**src/rtl/sync_fifo_flags.sv**
```systemverilog
// Single-clock FIFO with occupancy count, programmable almost flags and sticky error flags.
// Define FIFO_FWFT_EN for first-word fall-through output; otherwise data_out is registered.
module sync_fifo_flags #(
  parameter int WIDTH     = 8,
  parameter int ADR_WIDTH = 3,
  parameter int DEPTH     = 2**ADR_WIDTH,
  parameter int AF_LEVEL  = DEPTH-2,
  parameter int AE_LEVEL  = 2
) (
  input  logic                 clk,
  input  logic                 rst,
  input  logic                 wr_en,
  input  logic [WIDTH-1:0]     data_in,
  input  logic                 rd_en,
  output logic [WIDTH-1:0]     data_out,
  output logic                 empty,
  output logic                 full,
  output logic                 almost_empty,
  output logic                 almost_full,
  output logic [ADR_WIDTH:0]   count,
  output logic                 overflow,
  output logic                 underflow,
  input  logic                 err_clr
);

  localparam int CNT_W = ADR_WIDTH + 1;
  localparam logic [CNT_W-1:0]     FULL_CNT = CNT_W'(DEPTH);
  localparam logic [CNT_W-1:0]     AF_CNT   = CNT_W'(AF_LEVEL);
  localparam logic [CNT_W-1:0]     AE_CNT   = CNT_W'(AE_LEVEL);
  localparam logic [CNT_W-1:0]     CNT_ONE  = CNT_W'(1);
  localparam logic [ADR_WIDTH-1:0] PTR_ONE  = ADR_WIDTH'(1);

  logic [WIDTH-1:0]     mem [DEPTH];
  logic [ADR_WIDTH-1:0] wr_ptr;
  logic [ADR_WIDTH-1:0] rd_ptr;
  logic                 wr_acc;
  logic                 rd_acc;

  // Occupancy moves only when exactly one side is accepted.
  function automatic logic [CNT_W-1:0] next_count(
    input logic [CNT_W-1:0] cur,
    input logic             wr,
    input logic             rd
  );
    logic [CNT_W-1:0] nxt;
    nxt = cur;
    if (wr && !rd)
      nxt = cur + CNT_ONE;
    else if (rd && !wr)
      nxt = cur - CNT_ONE;
    return nxt;
  endfunction

  always_comb begin
    empty        = (count == '0);
    full         = (count == FULL_CNT);
    almost_empty = (count <= AE_CNT);
    almost_full  = (count >= AF_CNT);
    wr_acc       = wr_en && !full;
    rd_acc       = rd_en && !empty;
  end

  always_ff @(posedge clk) begin
    if (rst) begin
      wr_ptr <= '0;
      rd_ptr <= '0;
      count  <= '0;
    end else begin
      if (wr_acc)
        wr_ptr <= wr_ptr + PTR_ONE;
      if (rd_acc)
        rd_ptr <= rd_ptr + PTR_ONE;
      count <= next_count(count, wr_acc, rd_acc);
    end
  end

  // A fresh error in the same cycle takes priority over err_clr.
  always_ff @(posedge clk) begin
    if (rst) begin
      overflow  <= 1'b0;
      underflow <= 1'b0;
    end else begin
      if (wr_en && full)
        overflow <= 1'b1;
      else if (err_clr)
        overflow <= 1'b0;
      if (rd_en && empty)
        underflow <= 1'b1;
      else if (err_clr)
        underflow <= 1'b0;
    end
  end

  always_ff @(posedge clk) begin
    if (wr_acc)
      mem[wr_ptr] <= data_in;
  end

`ifdef FIFO_FWFT_EN
  always_comb begin
    data_out = '0;
    if (!empty)
      data_out = mem[rd_ptr];
  end
`else
  always_ff @(posedge clk) begin
    if (rst)
      data_out <= '0;
    else if (rd_acc)
      data_out <= mem[rd_ptr];
  end
`endif

endmodule
```
**config.mk**
```make
export PLATFORM = sky130hd
export DESIGN_NAME = sync_fifo_flags
export DESIGN_NICKNAME = d
export VERILOG_FILES = /design/src/rtl/sync_fifo_flags.sv
export SDC_FILE = /design/constraint.sdc
export NUM_CORES = 1
export LEC_CHECK = 0
export CORE_ASPECT_RATIO = 0.75
export CORE_MARGIN = 2
export CORE_UTILIZATION = 56
export DETAILED_ROUTE_END_ITERATION = 6
export GPL_TIMING_DRIVEN = 1
export PLACE_DENSITY = 0.78
export SKIP_CTS_REPAIR_TIMING = 1
export SYNTH_ARGS = -nofsm -noshare
export SYNTH_HDL_FRONTEND = slang
export SYNTH_SLANG_ARGS = --single-unit
export TNS_END_PERCENT = 1
```
**constraint.sdc**
```tcl
create_clock -name clk -period 3.2 [get_ports clk]
set_clock_uncertainty 0.2 [all_clocks]
set_input_delay 0.32 -clock clk [delete_from_list [all_inputs] [get_ports clk]]
set_output_delay 0.32 -clock clk [all_outputs]
set_load 0.005 [all_outputs]
```
-- Word-level counts from Yosys, hierarchy flattened
Memory sizes are Yosys's and may differ from the RTL's. A register that Yosys moved wholly into a read port is not among the register bits.
Cells that the tools add are included.
- register bits: 12
- memories kept: 1
- memory bits (writable): 64
- input port bits: 13
- output and inout port bits: 18
- logic and storage cells: 34
- multiplexer cells: 7
- reduce and logical (&&, ||, !) cells: 14
- eq/ne operators: 1
- add/sub/neg operators: 4
- magnitude comparators: 2
- memory list (memory ; words ; bits a word ; read ports ; clocked after memory_dff ; wr ports ; line ; text):
    mem ; 8 ; 8 ; 1 ; 1 ; 1 ; 33 ; logic [WIDTH-1:0] mem [DEPTH];
- operator list (kind ; number):
    $mux 4 ; 2
    $add 3x1->3 const B ; 2
    $logic_and 1x1->1 ; 6
    $reduce_bool 2->1 ; 3
    $mux 1 ; 5
    $add 4x1->4 const B ; 1
    $eq 4x4->1 const B ; 1
    $ge 4x3->1 const B ; 1
    $le 4x2->1 const B ; 1
    $logic_not 1->1 ; 4
    $logic_not 4->1 ; 1
    $sub 4x1->4 const B ; 1

-- Depth between registers and ports, before layout
- depth in word-level cells: 7
- mapped depth: 10
- depth with buffers taken out: 10

-- Worst setup path before layout
No wires, ideal clock.
- path kind: flip-flop to flip-flop
- start point: reg count[0]
- end point: reg count[3]
- library setup time: 0.121 ns
- path slack: 0.413 ns
- cell stages (with the launch flop): 11
- required time: 2.879 ns
- arrival time: 2.466 ns
- clock period less this slack: 2.787 ns
- cell sequence: dfxtp_1 or4b_4 nand2_2 inv_2 ha_1 inv_1 ha_1 a21oi_1 a211oi_1 a31oi_1 mux2_2
- cells in the longest elaborated chain, start to end: 6
- ends and longest elaborated chain (what ; line ; text):
    start, declared ; 20 ; output logic [ADR_WIDTH:0] count,
    start signal, assigned ; 73 ; count <= next_count(count, wr_acc, rd_acc);
    $eq 4x4->1 (*) ; 56 ; full = (count == FULL_CNT);
    $logic_not 1->1 (*) ; 59 ; wr_acc = wr_en && !full;
    $logic_and 1x1->1 (*) ; 59 ;
    named net wr_acc ; 36 ; logic wr_acc;
    $logic_not 1->1 ; 49 ; else if (rd && !wr)
    $logic_and 1x1->1 ; 49 ;
    $reduce_bool 2->1 (no line) ; - ;
Mark *: on every way through the listed nets, which the timed path passes. The rest lies on a longest branch. The select of a mux whose other input is x is not followed.
A chain may end at the register's enable or synchronous reset.

-- Final worst setup path
- start point: reg count[2]
- end point: reg count[3]
Same word-level chain as after synthesis.

==> metrics.cfg <==
[outcome]
outcome = finished, final reports clean

[yosys]
synth_cells = 200
yosys.area_share.xor_xnor_pct = 1.540
ys_seq_area_share_pct = 68.04
synth.avg_cell_area_um2 = 17.07
muxShareOfSynthArea_pct = 11.47
ys_ff_latch = 84
synth_fp_nets = 219
synth_edf_count = 64
synth_top_family_by_area = multiplexers
synthAdderAreaFrac_pct = 2.419
synth-compound-area-share_pct = 5.132
async_reset_ff_share_pct = 0
ys.flop_type = edfxtp_1
netlist_area_um2 = 3413
synth-simple-area-share_pct = 9.018
synth_cell_types = 35
ys.warnings.count = 0

[sta]
tns_ns = 0
slew_viol_final = 0
finalWorstSetupSlack_ns = 0.2551
grt_setup_unrepaired = no
fin_crit_sh_pct = 92.03
worst_pin_slew_ns = 0.8383
max_clock_freq_ghz = 0.3396
setup_viol = 0
hold_viol = 0
layout_min_cycle_time_ns = 2.945
slew_headroom_pct = 44.04

[worst_setup_path]
r2r_cells = 10
end_kind = flip-flop
crit_type = reg2reg
required_ns = 3.25
worstReg2RegStart = count[2]$_SDFFE_PP0P_
r2r_end = count[3]$_SDFFE_PP0P_
start_kind = flip-flop
cp_max_fo = 8
r2r_slack_ns = 0.26
worstPathArrival_ns = 2.99

[hold_path]
worstHoldStart = data_out[5]$_SDFFE_PP0P_
hold_depth = 2
min_path_type = reg2reg
hold_end = data_out[5]$_SDFFE_PP0P_

[floorplanning]
ios = 31
placementRows = 24
die-area_um2 = 6742
die_x_um = 94.15
start_util_pct = 58.29
die_y_um = 71.61
coreArea_um2 = 5856

[clocking]
ctsHtreeMaxLevel = 3
max-clock-path-buffers = 2
clkLatencyLatePin_ns = 0.36
cts_tree = yes
clockRootBuffer = clkbuf_8
clock-sinks = 84
clk_pin_slew_worst_paths_ns = 0.08
cts_buffers = 9

[grt]
antenna_found_initial = 0
overflow = 0
grt_max_degree = 19
grt_pass1_wl_mm = 9.791
gr-usage-all-layers_pct = 20.98
grt_pass1_vias = 1840

[routing]
ant_nets = 0
routed_wl_mm = 6.219
drc = 0
vias = 1811
wl_per_cell_um = 18.96
first_iter_violations = 108
drt-vias-per-instance = 5.521
first_pass_iters = 4

[power]
p_int_uw = 2438
pwr-share-comb_pct = 33.5
switching_share_pct = 29.06
peakVddDrop_uv = 382.7
powerDensity_nw_per_um2 = 840.4
seq_power_share_pct = 40.9
p_leak_uw = 0.001395
clkPwrFrac_pct = 25.6
p_sw_uw = 999.1

[finish]
areaGrowthSynthToFinish_pct = 19.83
final_common_cell = edfxtp_1
final_cell_mix = edfxtp_1 (64), clkdlybuf4s50_1 (30), nor2_1 (24)
n_antenna_cell = 0
layout-drive-gt1-share_pct = 27.60
fin_area_um2 = 4090
fin_nets = 264

[placement]
port_buffers = 30
place_area_um2 = 3849
dp_hpwl_mm = 4.081
place_ws_ns = 0.2207
finalWeightedCongestion = 0.7072

[job]
drv_cap = 0

## flip-flops by register name, summed over array words and instances (netlist names)
name       flops
data_out       8
rd_ptr         3
underflow      1
mem           64
wr_ptr         3
count          4
overflow       1
## worst max-delay path: stages (launching register included)
cell	delay, ns
dfxtp_1	0.39
or4b_4	0.55
nand2_2	0.16
inv_2	0.08
ha_1	0.21
inv_1	0.14
ha_1	0.29
a21oi_1	0.21
a211oi_1	0.10
a31oi_1	0.16
mux2_2	0.34
## logic make-up after synthesis
group | after synthesis
DFF | 84
muxes | 19
xor gates and xnor gates | 6
buffers and inverters | 13
adders and majority gates | 6
and+or+nand+nor | 54
AOI/OAI and AO/OA | 18
## stage by stage
step                      util [%]  total power, uW  hold WS [ns]  std cells
after floorplan                  -             2196        0.2189        200
after global placement       65.73             2546        0.2815        312
after detailed placement     65.73             2589        0.2867        312
after CTS                    69.83             3471        0.3068        328
after global routing         69.85             3612        0.3245        328
final                        69.85             3438        0.2985        328
## power groups by stage
stage | clock [uW] | sequential [uW] | combinational, uW
after floorplan | 0 | 1420 | 772
after global placement | 0 | 1420 | 1120
after detailed placement | 0 | 1430 | 1160
after CTS | 900 | 1410 | 1160
after global routing | 936 | 1430 | 1250
final | 881 | 1410 | 1150
## worst max path at each step
stage	from	endpoint	slack [ns]
2_1_floorplan	count[0]$_SDFFE_PP0P_	count[3]$_SDFFE_PP0P_	0.41
3_3_place_gp	count[3]$_SDFFE_PP0P_	count[3]$_SDFFE_PP0P_	0.32
3_5_place_dp	count[3]$_SDFFE_PP0P_	count[3]$_SDFFE_PP0P_	0.22
4_1_cts	count[3]$_SDFFE_PP0P_	count[3]$_SDFFE_PP0P_	0.21
5_1_grt	count[2]$_SDFFE_PP0P_	count[3]$_SDFFE_PP0P_	0.05
6_report	count[2]$_SDFFE_PP0P_	count[3]$_SDFFE_PP0P_	0.26
## cells in the mapped netlist, drive strengths merged, types with 4 or more instances
library cell	instances	share of area [%]
edfxtp	64	56
nor2	24	2.6
dfxtp	20	12
mux4	16	11
nor3	12	2.9
o22ai	8	2.9
nand2	7	1.1
buf	6	1.6
a21oi	5	0.73
ha	5	1.8
inv	4	0.44
## per-layer routing
metal	global-route usage, %	part of all wire, %	up-vias
met5	0	0	-
li1	-	-	860
met4	8.696	2.2	0
met1	27.29	43	879
met3	7.466	6.6	16
met2	32.70	49	56
## area by class of cell
class                      instances  area, um^2
clock buffer                      10       127.6
clock inverter                     6       112.6
fill                             407        1765
inverter                           4       15.01
multi-input combinational        103        1016
sequential                        84        2323
tap                               78       97.59
timing repair buffer              43       397.9
No activity file was read; power rests on OpenSTA's default activity.
